--- config.mk ---
export PLATFORM = sky130hd
export DESIGN_NAME = order_machine_n_flat
export DESIGN_NICKNAME = d
export VERILOG_FILES = /design/src/rtl/order_pkg.sv /design/src/rtl/order_machine_n_if.sv /design/src/rtl/order_item_cnt.sv /design/src/rtl/order_machine_n.sv /design/src/flat_wrapper.sv
export SDC_FILE = /design/constraint.sdc
export NUM_CORES = 1
export LEC_CHECK = 0
export ABC_CLOCK_PERIOD_IN_PS = 4450
export CAP_MARGIN = 20
export CORE_ASPECT_RATIO = 1.25
export CORE_MARGIN = 4
export CORE_UTILIZATION = 47
export CTS_CLUSTER_SIZE = 10
export DETAILED_ROUTE_END_ITERATION = 6
export PLACE_DENSITY = 0.74
export SYNTH_ARGS = -nofsm -noshare
export SYNTH_HDL_FRONTEND = slang
export SYNTH_SLANG_ARGS = --single-unit
--- constraint.sdc ---
create_clock -name clk -period 4.45 [get_ports clk]
set_clock_uncertainty 0.2 [all_clocks]
set_input_delay 0.89 -clock clk [delete_from_list [all_inputs] [get_ports clk]]
set_output_delay 0.89 -clock clk [all_outputs]
set_load 0.02 [all_outputs]
--- src/rtl/order_pkg.sv ---
// Shared state encoding and default configuration for the order machine.
package order_pkg;

   localparam int unsigned N_ITEMS_DEF = 4;
   localparam int unsigned QTY_W_DEF   = 4;
   localparam int unsigned PRICE_W_DEF = 10;

   // item3..item0 unit prices, item i at bits [i*PRICE_W +: PRICE_W]
   localparam logic [N_ITEMS_DEF*PRICE_W_DEF-1:0] PRICE_TABLE_DEF =
      {10'd35, 10'd30, 10'd35, 10'd70};

   typedef enum logic [1:0] {
      ST_IDLE  = 2'd0,
      ST_ORDER = 2'd1,
      ST_PAY   = 2'd2,
      ST_DONE  = 2'd3
   } state_e;

endpackage

--- src/rtl/order_machine_n_if.sv ---
// Button, coin and status bundle of the order machine; slave side is the machine.
interface order_machine_n_if #(
   parameter int unsigned N_ITEMS = 4,
   parameter int unsigned QTY_W   = 4,
   parameter int unsigned PRICE_W = 10
);
   logic [N_ITEMS-1:0]       btn_item;
   logic                     btn_confirm;
   logic                     btn_cancel;
   logic                     coin_valid;
   logic [PRICE_W-1:0]       coin_value;
   logic [N_ITEMS-1:0]       led_item;
   logic [N_ITEMS*QTY_W-1:0] qty_flat;
   logic [PRICE_W-1:0]       total_price;
   logic [PRICE_W-1:0]       paid;
   logic [PRICE_W-1:0]       change;
   logic                     order_done;
   logic                     ovf_err;
   logic [1:0]               state;

   modport master (
      output btn_item, btn_confirm, btn_cancel, coin_valid, coin_value,
      input  led_item, qty_flat, total_price, paid, change, order_done, ovf_err, state
   );

   modport slave (
      input  btn_item, btn_confirm, btn_cancel, coin_valid, coin_value,
      output led_item, qty_flat, total_price, paid, change, order_done, ovf_err, state
   );
endinterface

--- src/rtl/order_item_cnt.sv ---
// Saturating per-item quantity counter with a registered nonzero flag.
module order_item_cnt #(
   parameter int unsigned QTY_W = 4
) (
   input  logic             clk,
   input  logic             reset_n,
   input  logic             inc,
   input  logic             clear,
   output logic [QTY_W-1:0] qty,
   output logic             at_max,
   output logic             nonzero
);

   logic [QTY_W-1:0] qty_q;
   logic [QTY_W-1:0] qty_nxt;
   logic             nz_q;

   always_comb begin
      qty_nxt = qty_q;
      if (clear)
         qty_nxt = '0;
      else if (inc && !at_max)
         qty_nxt = qty_q + QTY_W'(1);
   end

   always_ff @(posedge clk or negedge reset_n) begin
      if (!reset_n) begin
         qty_q <= '0;
         nz_q  <= 1'b0;
      end else begin
         qty_q <= qty_nxt;
         nz_q  <= (qty_nxt != '0);
      end
   end

   assign qty     = qty_q;
   assign at_max  = (qty_q == {QTY_W{1'b1}});
   assign nonzero = nz_q;

endmodule

--- src/rtl/order_machine_n.sv ---
// Menu order / payment controller. Optional cancel-with-refund under `ORDER_CANCEL_EN.
module order_machine_n
   import order_pkg::*;
#(
   parameter int unsigned                     N_ITEMS     = N_ITEMS_DEF,
   parameter int unsigned                     QTY_W       = QTY_W_DEF,
   parameter int unsigned                     PRICE_W     = PRICE_W_DEF,
   parameter logic [N_ITEMS*PRICE_W-1:0]      PRICE_TABLE = PRICE_TABLE_DEF
) (
   input logic              clk,
   input logic              reset_n,
   order_machine_n_if.slave bus
);

   // headroom for summing up to 8 prices onto the running total
   localparam int unsigned EXT_W = PRICE_W + 4;
   localparam logic [EXT_W-1:0] MAX_SUM = EXT_W'({PRICE_W{1'b1}});

   state_e             state_q, state_nxt;
   logic [PRICE_W-1:0] total_q, total_nxt;
   logic [PRICE_W-1:0] paid_q, paid_nxt;
   logic [PRICE_W-1:0] change_q, change_nxt;
   logic               done_q, done_nxt;
   logic               ovf_q, ovf_nxt;
   logic               run_q;

   logic [N_ITEMS-1:0]       inc, acc, at_max, nz;
   logic                     clr;
   logic [N_ITEMS*QTY_W-1:0] qty_w;
   logic [EXT_W-1:0]         add_sum;
   logic [PRICE_W:0]         coin_sum;

   // reset release takes effect one edge later, so the second edge is the first active one
   always_ff @(posedge clk or negedge reset_n) begin
      if (!reset_n) run_q <= 1'b0;
      else          run_q <= 1'b1;
   end

   for (genvar g = 0; g < N_ITEMS; g++) begin : g_cnt
      order_item_cnt #(.QTY_W(QTY_W)) u_cnt (
         .clk     (clk),
         .reset_n (reset_n),
         .inc     (inc[g]),
         .clear   (clr),
         .qty     (qty_w[g*QTY_W +: QTY_W]),
         .at_max  (at_max[g]),
         .nonzero (nz[g])
      );
   end

   always_ff @(posedge clk or negedge reset_n) begin
      if (!reset_n) begin
         state_q  <= ST_IDLE;
         total_q  <= '0;
         paid_q   <= '0;
         change_q <= '0;
         done_q   <= 1'b0;
         ovf_q    <= 1'b0;
      end else begin
         state_q  <= state_nxt;
         total_q  <= total_nxt;
         paid_q   <= paid_nxt;
         change_q <= change_nxt;
         done_q   <= done_nxt;
         ovf_q    <= ovf_nxt;
      end
   end

   always_comb begin
      state_nxt  = state_q;
      total_nxt  = total_q;
      paid_nxt   = paid_q;
      change_nxt = change_q;
      done_nxt   = 1'b0;
      ovf_nxt    = 1'b0;
      inc        = '0;
      acc        = '0;
      clr        = 1'b0;
      add_sum    = EXT_W'(total_q);
      coin_sum   = {1'b0, paid_q} + {1'b0, bus.coin_value};

      // all presses of a cycle land together or, on overflow, not at all
      if (state_q == ST_IDLE || state_q == ST_ORDER) begin
         for (int unsigned i = 0; i < N_ITEMS; i++) begin
            if (bus.btn_item[i] && !at_max[i]) begin
               acc[i]  = 1'b1;
               add_sum = add_sum + EXT_W'(PRICE_TABLE[i*PRICE_W +: PRICE_W]);
            end
         end
         if (add_sum > MAX_SUM) begin
            ovf_nxt = 1'b1;
         end else begin
            inc       = acc;
            total_nxt = PRICE_W'(add_sum);
         end
      end

      case (state_q)
         ST_IDLE:  if (|inc) state_nxt = ST_ORDER;
         ST_ORDER: if (bus.btn_confirm && total_nxt != '0) state_nxt = ST_PAY;
         ST_PAY: begin
            if (bus.coin_valid) begin
               if (coin_sum[PRICE_W]) ovf_nxt = 1'b1;
               else                   paid_nxt = coin_sum[PRICE_W-1:0];
            end
            // a coin landing in the completion cycle still counts toward change
            if (paid_q >= total_q) begin
               state_nxt  = ST_DONE;
               change_nxt = paid_nxt - total_q;
               done_nxt   = 1'b1;
               clr        = 1'b1;
               total_nxt  = '0;
               paid_nxt   = '0;
            end
         end
         ST_DONE:  state_nxt = ST_IDLE;
         default:  state_nxt = ST_IDLE;
      endcase

`ifdef ORDER_CANCEL_EN
      if (bus.btn_cancel && (state_q == ST_ORDER || state_q == ST_PAY)) begin
         state_nxt  = ST_IDLE;
         inc        = '0;
         clr        = 1'b1;
         total_nxt  = '0;
         paid_nxt   = '0;
         change_nxt = paid_q;
         done_nxt   = 1'b0;
         ovf_nxt    = 1'b0;
      end
`endif

      if (!run_q) begin
         state_nxt  = state_q;
         total_nxt  = total_q;
         paid_nxt   = paid_q;
         change_nxt = change_q;
         done_nxt   = 1'b0;
         ovf_nxt    = 1'b0;
         inc        = '0;
         clr        = 1'b0;
      end
   end

`ifndef ORDER_CANCEL_EN
   logic unused_cancel;
   assign unused_cancel = bus.btn_cancel;
`endif

   assign bus.led_item    = nz;
   assign bus.qty_flat    = qty_w;
   assign bus.total_price = total_q;
   assign bus.paid        = paid_q;
   assign bus.change      = change_q;
   assign bus.order_done  = done_q;
   assign bus.ovf_err     = ovf_q;
   assign bus.state       = state_q;

endmodule

--- src/flat_wrapper.sv ---
// flat-port wrapper written by rule: the top's interface ports become plain ports
module order_machine_n_flat import order_pkg::*;
#(
   parameter int unsigned                     N_ITEMS     = N_ITEMS_DEF,
   parameter int unsigned                     QTY_W       = QTY_W_DEF,
   parameter int unsigned                     PRICE_W     = PRICE_W_DEF,
   parameter logic [N_ITEMS*PRICE_W-1:0]      PRICE_TABLE = PRICE_TABLE_DEF
)
  (clk, reset_n, bus_btn_item, bus_btn_confirm, bus_btn_cancel, bus_coin_valid, bus_coin_value, bus_led_item, bus_qty_flat, bus_total_price, bus_paid, bus_change, bus_order_done, bus_ovf_err, bus_state);
  order_machine_n_if #(.N_ITEMS(N_ITEMS), .QTY_W(QTY_W), .PRICE_W(PRICE_W)) bus_i ();
  input logic clk;
  input logic reset_n;
  input wire logic [$bits(bus_i.btn_item)-1:0] bus_btn_item;
  input wire logic [$bits(bus_i.btn_confirm)-1:0] bus_btn_confirm;
  input wire logic [$bits(bus_i.btn_cancel)-1:0] bus_btn_cancel;
  input wire logic [$bits(bus_i.coin_valid)-1:0] bus_coin_valid;
  input wire logic [$bits(bus_i.coin_value)-1:0] bus_coin_value;
  output wire logic [$bits(bus_i.led_item)-1:0] bus_led_item;
  output wire logic [$bits(bus_i.qty_flat)-1:0] bus_qty_flat;
  output wire logic [$bits(bus_i.total_price)-1:0] bus_total_price;
  output wire logic [$bits(bus_i.paid)-1:0] bus_paid;
  output wire logic [$bits(bus_i.change)-1:0] bus_change;
  output wire logic [$bits(bus_i.order_done)-1:0] bus_order_done;
  output wire logic [$bits(bus_i.ovf_err)-1:0] bus_ovf_err;
  output wire logic [$bits(bus_i.state)-1:0] bus_state;
  assign bus_i.btn_item = bus_btn_item;
  assign bus_i.btn_confirm = bus_btn_confirm;
  assign bus_i.btn_cancel = bus_btn_cancel;
  assign bus_i.coin_valid = bus_coin_valid;
  assign bus_i.coin_value = bus_coin_value;
  assign bus_led_item = bus_i.led_item;
  assign bus_qty_flat = bus_i.qty_flat;
  assign bus_total_price = bus_i.total_price;
  assign bus_paid = bus_i.paid;
  assign bus_change = bus_i.change;
  assign bus_order_done = bus_i.order_done;
  assign bus_ovf_err = bus_i.ovf_err;
  assign bus_state = bus_i.state;
  order_machine_n #(.N_ITEMS(N_ITEMS), .QTY_W(QTY_W), .PRICE_W(PRICE_W), .PRICE_TABLE(PRICE_TABLE)) u_core (.clk(clk), .reset_n(reset_n), .bus(bus_i));
endmodule
; After elaboration in Yosys (flattened, before gate mapping)
; Index checks and enable logic that the tools add are counted.
[totals]
regBits = 55
latch_bits = 0
ram_bits = 0
rom_bits = 0
inputBits = 19
output_inout_bits = 54
mem_count = 0
[op_classes]
addsub = 10
n_mul = 0
div = 0
order_cmp = 2
eq_ne = 10
shift = 0
n_mux = 44
n_bitwise = 0
n_reduce_logical = 24
[ops]
columns = operator, n
row1 = 14-bit 2-to-1 mux, 8
row2 = 10-bit 2-to-1 mux, 8
row3 = 4-bit 2-to-1 mux, 11
row4 = 14-bit by 6-bit adder with 14-bit output (second input constant), 2
row5 = 4-bit by 1-bit adder with 4-bit output (second input constant), 4
row6 = 4-bit == test (second input constant), 4
row7 = 4-bit nonzero test, 4
row8 = 14-bit by 5-bit adder with 14-bit output (second input constant), 1
row9 = 14-bit by 10-bit greater-than comparator with 1-bit output (second input constant), 1
row10 = 1-bit 2-to-1 mux, 13
row11 = 10-bit by 10-bit adder with 11-bit output, 1
row12 = 10-bit by 7-bit adder with 11-bit output (second input constant), 1
row13 = 10-bit >= comparator, 1
row14 = 10-bit nonzero test, 1
row15 = 10-bit subtractor, 1
row16 = 1-bit logical AND, 9
row17 = 2-bit one-hot mux with 4 select lines, 1
row18 = 2-bit 2-to-1 mux, 3
row19 = 2-bit == test (second input constant), 2
row20 = 1-bit logical NOT, 4
row21 = 2-bit != test (second input constant), 2
row22 = 4-bit AND reduction, 1
row23 = 4-bit OR reduction, 1
row24 = 3-bit AND reduction, 1
row25 = 5 further kinds, 5

; Logic depth before layout (Yosys ltp)
; Gate-level depths: netlist of the first run.
[depth]
ltp_word = 22
ltp_mapped = 26
ltp_nobuf = 25

; Hierarchy
; Synthesis of the first run repeated with hierarchy kept, for this count alone.
[unflattened]
cells_unflattened = 588
area_unflattened_um2 = 5260.0
[modules_own_cells]
columns = mod, n_inst, cells_per_inst, area_each_um2, seq_area_each_um2
row1 = order_machine_n, 1, 472, 4159.0, 875.8
row2 = order_item_cnt, 4, 29, 275.3, 125.1

; Worst setup path after synthesis of the first run
; No wires, ideal clock.
[synth_timing]
kind = input-to-reg
startpoint = in bus_coin_value[0]
endpoint = reg u_core.change_q[9] (netlist: u_core.bus.change[9])
arrival_time_ns = 5.066
required_ns = 4.116
slack_ns = -0.950
path_stages = 26
n_path_buf = 1
cell_sequence = ha_1 > fa_1 > a21o_1 > a21oi_1 > o21bai_1 > a21oi_1 > o21bai_1 > a21oi_1 > nor2b_1 > o21ai_0 > nand3b_1 > clkbuf_1 > mux2_2 > ha_1 > nor2b_1 > o21ai_0 > a21oi_1 > o21ai_0 > nand2b_1 > a21oi_1 > o21bai_1 > a21o_1 > a21oi_1 > xnor2_1 > xnor2_1 > o21ai_0
[synth_via]
elab_chain_cells = 5
[synth_lines]
columns = element, line
row1 = from (decl), flat_wrapper.sv:17  ; input wire logic [$bits(bus_i.coin_value)-1:0] bus_coin_value;
row2 = 10-bit by 10-bit adder with 11-bit output, order_machine_n.sv:80  ; coin_sum = {1'b0, paid_q} + {1'b0, bus.coin_value};
row3 = 10-bit 2-to-1 mux, order_machine_n.sv:103  ; if (coin_sum[PRICE_W]) ovf_nxt = 1'b1;
row4 = 10-bit 2-to-1 mux, order_machine_n.sv:102  ; if (bus.coin_valid) begin
row5 = 10-bit 2-to-1 mux, order_machine_n.sv:98  ; case (state_q)
row6 = 10-bit subtractor, order_machine_n.sv:109  ; change_nxt = paid_nxt - total_q;
row7 = to (signal assigned), order_machine_n.sv:63  ; change_q <= change_nxt;
row8 = to (decl), order_machine_n.sv:22  ; logic [PRICE_W-1:0] change_q, change_nxt;
; No other way between the ends. The select of a mux whose other input is x is not followed.
; A chain may end at the register's enable or synchronous reset.

; Final worst setup path of the first run
; Same ends and word-level chain as after synthesis.

==> results of run 1 <==
==> placed cells by master (no fill, tap or decap), types with 5 or more instances in the layout <==
cell	n
o211ai_1	5
nand3_1	14
mux2_4	5
a31oi_1	6
dfrtp_1	54
mux2i_1	6
a21oi_2	9
nor2b_1	5
mux2_2	7
nor3_4	6
and3_1	5
xor2_1	11
nand2b_1	7
or4_4	5
a22o_1	5
o21bai_1	8
inv_1	27
o21ai_1	7
clkdlybuf4s50_1	66
nand2_1	61
o21ai_0	23
buf_4	142
ha_1	32
buf_6	7
a21o_1	11
clkbuf_16	5
ha_4	5
nor2_1	29
a21oi_1	10
and2_1	7
xnor2_1	44
==> layer usage <==
| layer | track usage [%] | vias up |
|---|---|---|
| li1 | - | 2336 |
| met1 | 26.4 | 2367 |
| met2 | 46.2 | 161 |
| met3 | 3.34 | 48 |
| met4 | 13.7 | 0 |
| met5 | 0 | - |
==> state kept, by name, indices dropped and copies added (netlist names) <==
signal	cells
u_core.g_cnt.u_cnt.nonzero	4
u_core.run_q	1
u_core.bus.total_price	10
u_core.bus.paid	10
u_core.g_cnt.u_cnt.qty	16
u_core.bus.state	2
u_core.bus.ovf_err	1
u_core.bus.order_done	1
u_core.bus.change	10
==> worst min-delay path by stage <==
stage / end / slack, ns / cells past startpoint
3_3_place_gp: u_core.bus.change[2]$_DFFE_PN0P_ / 0.26 / 2
6_report: u_core.bus.change[5]$_DFFE_PN0P_ / 0.28 / 2
5_1_grt: u_core.bus.change[4]$_DFFE_PN0P_ / 0.31 / 2
2_1_floorplan: u_core.bus.change[0]$_DFFE_PN0P_ / 0.39 / 0
4_1_cts: u_core.bus.change[5]$_DFFE_PN0P_ / 0.29 / 2
3_5_place_dp: u_core.bus.change[5]$_DFFE_PN0P_ / 0.27 / 2
==> power by group <==
group | internal, mW | leakage [nW] | switching [mW]
registers | 0.706 | 0.697 | 0.237
logic | 2.44 | 2.48 | 2.21
clock network | 0.263 | 0.0759 | 0.178
==> worst max-delay path, stage by stage <==
cell      delay, ns
buf_6          0.10
ha_4           0.15
fa_2           0.34
a21o_1         0.18
a21oi_2        0.14
o21bai_1       0.10
a21oi_2        0.14
o21bai_1       0.09
a21oi_2        0.15
nor2b_1        0.07
o21ai_2        0.15
nand3b_1       0.19
mux2_4         0.37
ha_4           0.24
nor2b_4        0.12
o21ai_2        0.18
a21oi_2        0.10
o21ai_1        0.13
nand2b_1       0.10
a21oi_2        0.12
o21bai_1       0.08
a21o_1         0.19
a21oi_2        0.14
xnor2_1        0.14
xnor2_1        0.13
o21ai_1        0.07
==> logic make-up after synthesis <==
logic type	share of synthesized area [%]
and+or+nand+nor	20.4
muxes	4.73
adders and majority gates	11.2
other	0.0779
buffers and inverters	4.63
xor gates and xnor gates	11.5
DFF	28.6
AOI/OAI and AO/OA	18.9
==> what timing repair did <==
| action | CTS | global route |
|---|---|---|
| resized for setup | 32 | 49 |
| buffers inserted | 21 | 18 |
| setup endpoints to repair | 42 | 36 |
| hold endpoints to repair | 0 | 0 |
| pin swaps | 41 | 33 |
==> layout make-up <==
class | instances | area [um2] | area share [%]
sequential | 55 | 1380 | 18.8
clock buffer | 5 | 125 | 1.71
multi-input combinational | 436 | 3630 | 49.6
clock inverter | 2 | 37.5 | 0.512
inverter | 28 | 105 | 1.43
tap | 129 | 161 | 2.20
timing repair buffer | 221 | 1890 | 25.7
==> stage by stage <==
stage,worst slack [ns],hold slack (ns),power (mW)
floorplan,-0.522,0.389,3.23
global placement,-1.08,0.263,4.85
detailed placement,-1.15,0.270,4.96
CTS,-0.333,0.286,5.73
global route,-0.641,0.311,6.43
finish,-0.374,0.277,6.03
==> results.toml, run 1 <==
[floorplan]
rows = 41
die_w_um = 98.5
core_um2 = 10100
io_pins = 73
initial_utilization_pct = 47.9
die_h_um = 121
die_area_um2 = 11900

[grt]
grtUsageTotal_pct = 24.7
grt_pass1_wl_mm = 23.9
globalRoute.totalOverflow = 0
grt_pass1_vias = 5056
antenna_found_initial = 0
grt_max_degree = 34

[detailed_routing]
dr_wl_met3_um = 623
wl_per_cell_um = 17.5
initialDrtViolationCount = 315
vias = 4912
avgViaCountPerCell = 5.61
postRouteAntennaNets = 0
top_layer_used = "met4"
dr.pass1.iters = 5
wirelength_mm = 15.3
dr_wl_met2_mm = 8.20
drcViolationCount = 0
met1Wirelength_mm = 5.74

[clocking]
root_buffer = "clkbuf_16"
htreeDepth = 2
insertion_delay_ns = 0.30
tritoncts = "built"
cts-buffers-inserted = 5
cts_sinks = 55
cts_hold_buf = 0
clkTransAtPathRegs_ns = 0.07
clock_path_buffers = 2

[placement]
io_buffer_count = 71
gp_congestion = 0.991
placed_cell_area_um2 = 6510
dp_hpwl_mm = 11.1
dp_cells = 830

[setup_path]
cp-end-kind = "flip-flop"
startpoint = "bus_coin_value[0]"
cp_max_fo = 3
r2r_cells = 25
cp-start-kind = "input pin"
rr_startpoint = "u_core.bus.paid[0]$_DFFE_PN0P_"
rrSetupSlack_ns = -0.11
r2r_end = "u_core.bus.change[9]$_DFFE_PN0P_"
critical_path_class = "in -> reg"
cp.required_ns = 4.43
arrival_ns = 4.80
worstSetupEndpoint = "u_core.bus.change[9]$_DFFE_PN0P_"

[synthesis]
async_flop_share_pct = 100
yosysTopAreaCellShare_pct = 28.6
synth.most_common_cell = "nand2_1"
synth_edf_count = 0
yosys_register_bits = 55
syn_area_um2 = 4810
yosys.area.top_type = "dfrtp_1"
synthFlopType = "dfrtp_1"
synth_nets = 602
syn_area_per_cell_um2 = 8.89
syn_inst = 541
synth_common_cells = "nand2_1 (63), dfrtp_1 (55), xnor2_1 (48)"
synth_warnings = 0
ys_top_cells_by_area = "dfrtp_1 (29%), ha_1 (10%), xnor2_1 (8.7%), nand2_1 (4.9%), o21ai_0 (3.2%)"
synth.distinct_cells = 73
seq_area_frac_synth_pct = 28.6

[final_layout]
fin_cells = 876
final_layout_size_suffix_gt1_share_pct = 33.5
insertedDiodeCount = 0
final_util_pct = 72.8
num-nets-final = 808
finish.instance_area_um2 = 7320
syn_to_final_growth_pct = 52.2
fillCellCount = 728

[power]
power_density_nw_per_um2 = 824
vdd_ir_drop_max_v = 0.000432
leakage_nw = 3.25

[timing]
hold_violations = 0
post-route-min-period_ns = 4.82
max_freq_ghz = 0.207
rsz0062_at_grt = "yes"
period_share_pct = 108
maxSlewHeadroom_pct = 47.1
report.final.slew_viol_count = 0
setup_viol = 7
setup_ws_ns = -0.374
tns_ns = -1.11
worstMarginPinSlew_ns = 0.793

[worst_hold_path]
hold_path.class = "reg -> reg"
hold_start = "u_core.bus.change[5]$_DFFE_PN0P_"

[status]
status = "complete, but fails checks"
violations = "setup timing"

[flow_run]
maxCapViolCount = 0
(Power assumes the default switching activity.)
==> run 2: changes to the inputs <==
Settings changed: CTS_CLUSTER_DIAMETER set to 40, SKIP_CTS_REPAIR_TIMING set to 1.
==> run 2 against run 1 <==
The run still ends with setup timing left. Total power shrank 2.6%. Cell count shrank 2.6%. Maximum frequency shrank 2.0%. Cell area shrank 3.2%. First-iteration DRC count shrank 21%. Combinational power shrank 3%. Critical path depth is the same. Register-to-register slack lost 0.10 ns. Critical path type unchanged. Largest cell class unchanged.
==> results.toml, run 2 (synthesized netlist as in run 1, its figures left out) <==
[status]
status = "complete, but fails checks"
violations = "setup timing"

[setup_path]
cp-start-kind = "input pin"
cp_max_fo = 3
arrival_ns = 4.90
cpMostUsedCell = "a21oi_2"
cp-end-kind = "flip-flop"
cp_slowest_cell = "mux2_4"
startpoint = "bus_coin_value[0]"
max_stage_delay_ns = 0.37
rr_startpoint = "u_core.bus.paid[0]$_DFFE_PN0P_"
critical_path_class = "in -> reg"
cp.required_ns = 4.43

[final_layout]
fillCellCount = 758
final_cell_mix = "buf_4 (122), clkdlybuf4s50_1 (66), nand2_1 (60), dfrtp_1 (54), xnor2_1 (44)"
final_common_cell = "buf_4"
num-nets-final = 785
largest_reg_flops = 16
final_layout_size_suffix_gt1_share_pct = 30.7
fin_cells = 853
syn_to_final_growth_pct = 47.3
insertedDiodeCount = 0
finish.instance_area_um2 = 7090

[floorplan]
io_pins = 73
die_h_um = 121
core_um2 = 10100
rows = 41
die_w_um = 98.5
die_area_um2 = 11900
initial_utilization_pct = 47.9

[timing]
rsz0062_at_grt = "yes"
setup_viol = 4
tns_ns = -1.19
setup_ws_ns = -0.475
maxSlewHeadroom_pct = 55.1
period_share_pct = 111
post-route-min-period_ns = 4.92
worstMarginPinSlew_ns = 0.673
max_freq_ghz = 0.203
report.final.slew_viol_count = 0
hold_violations = 0
whs_ns = 0.277

[placement]
dp_cells = 830
gp_congestion = 0.991
io_buffer_count = 71
placed_cell_area_um2 = 6510
dp_hpwl_mm = 11.1

[grt]
antenna_found_initial = 0
grtUsageTotal_pct = 23.9
grt_pass1_vias = 4919
grt_pass1_wl_mm = 23.2
globalRoute.totalOverflow = 0
grt_max_degree = 34

[worst_hold_path]
hold_path.class = "reg -> reg"
hold_start = "u_core.bus.change[5]$_DFFE_PN0P_"

[detailed_routing]
wl_per_cell_um = 17.1
postRouteAntennaNets = 0
wirelength_mm = 14.6
avgViaCountPerCell = 5.54
dr.pass1.iters = 4
drcViolationCount = 0
vias = 4722
initialDrtViolationCount = 248

[clocking]
cts-buffers-inserted = 5
htreeDepth = 2
cts_sinks = 55
tritoncts = "built"
clock_path_buffers = 2
clkTransAtPathRegs_ns = 0.07
root_buffer = "clkbuf_16"
insertion_delay_ns = 0.30

[power]
vdd_ir_drop_max_v = 0.000382
power_density_nw_per_um2 = 829
leakage_nw = 3.15

[flow_run]
maxCapViolCount = 0
[run 2: cell count changes in the layout (fill, tap and decap cells not counted), moves of 2 or more]
cell            delta
o21ai_1            -3
nor4_4             -2
nor4_1             +4
a31oi_1            +2
buf_6              -2
nor4_2             -2
dlymetal6s2s_1     +2
o21ai_0            +2
buf_4             -20
[run 2: path summary, 6_finish.rpt]
path                                                            to  slack, ns  cells past startpoint
setup / recovery                  u_core.bus.change[9]$_DFFE_PN0P_      -0.47                     26
hold / removal                    u_core.bus.change[5]$_DFFE_PN0P_       0.28                      2
setup reg to reg                  u_core.bus.change[9]$_DFFE_PN0P_      -0.21                     25
hold reg to reg                   u_core.bus.change[5]$_DFFE_PN0P_       0.28                      2
max in group asynchronous    u_core.bus.total_price[1]$_DFFE_PN0P_       2.79                      2
min in group asynchronous  u_core.g_cnt[2].u_cnt.nonzero$_DFF_PN0_       0.38                      1
[run 2: final cells by class]
class	count	area, um2	share of cell area, %
flip-flops and latches	55	1380	19.4
clock buffers	5	125	1.76
clock inverters	2	37.5	0.529
inverters	28	105	1.48
repair buffers	198	1700	23.9
well taps	129	161	2.28
multi-input cells	436	3590	50.6
[run 2: power by group]
group	leakage, nW	internal (mW)	total (mW)	switching, mW
clock network	0.0759	0.263	0.440	0.177
registers	0.697	0.706	0.938	0.233
logic	2.38	2.33	4.50	2.17
total	3.15	3.30	5.88	2.58
[run 2: layer usage]
layer | GRT usage, % | part of all wire (%) | wire (um) | vias to the layer above
li1 | - | - | - | 2299
met1 | 26.0 | 38 | 5570 | 2250
met2 | 44.2 | 53 | 7800 | 131
met3 | 3.34 | 3.9 | 574 | 42
met4 | 13.0 | 4.5 | 657 | 0
met5 | 0 | 0 | 0 | -
[run 2: critical path: cells and delay by family]
| kind | cells | cell delay (ns) |
|---|---|---|
| mux | 1 | 0.37 |
| fa+ha+maj | 3 | 0.72 |
| buf+inv | 1 | 0.10 |
| compound gates | 15 | 2.01 |
| simple gates | 4 | 0.52 |
| xor+xnor | 2 | 0.27 |
[run 2: through the flow]
step	total power, mW	setup slack (ns)	util, %
2_1_floorplan	3.23	-0.522	-
3_3_place_gp	4.85	-1.08	64.8
3_5_place_dp	4.96	-1.15	64.8
4_1_cts	5.44	-0.854	66.4
5_1_grt	6.29	-0.785	70.5
6_report	5.88	-0.475	70.5
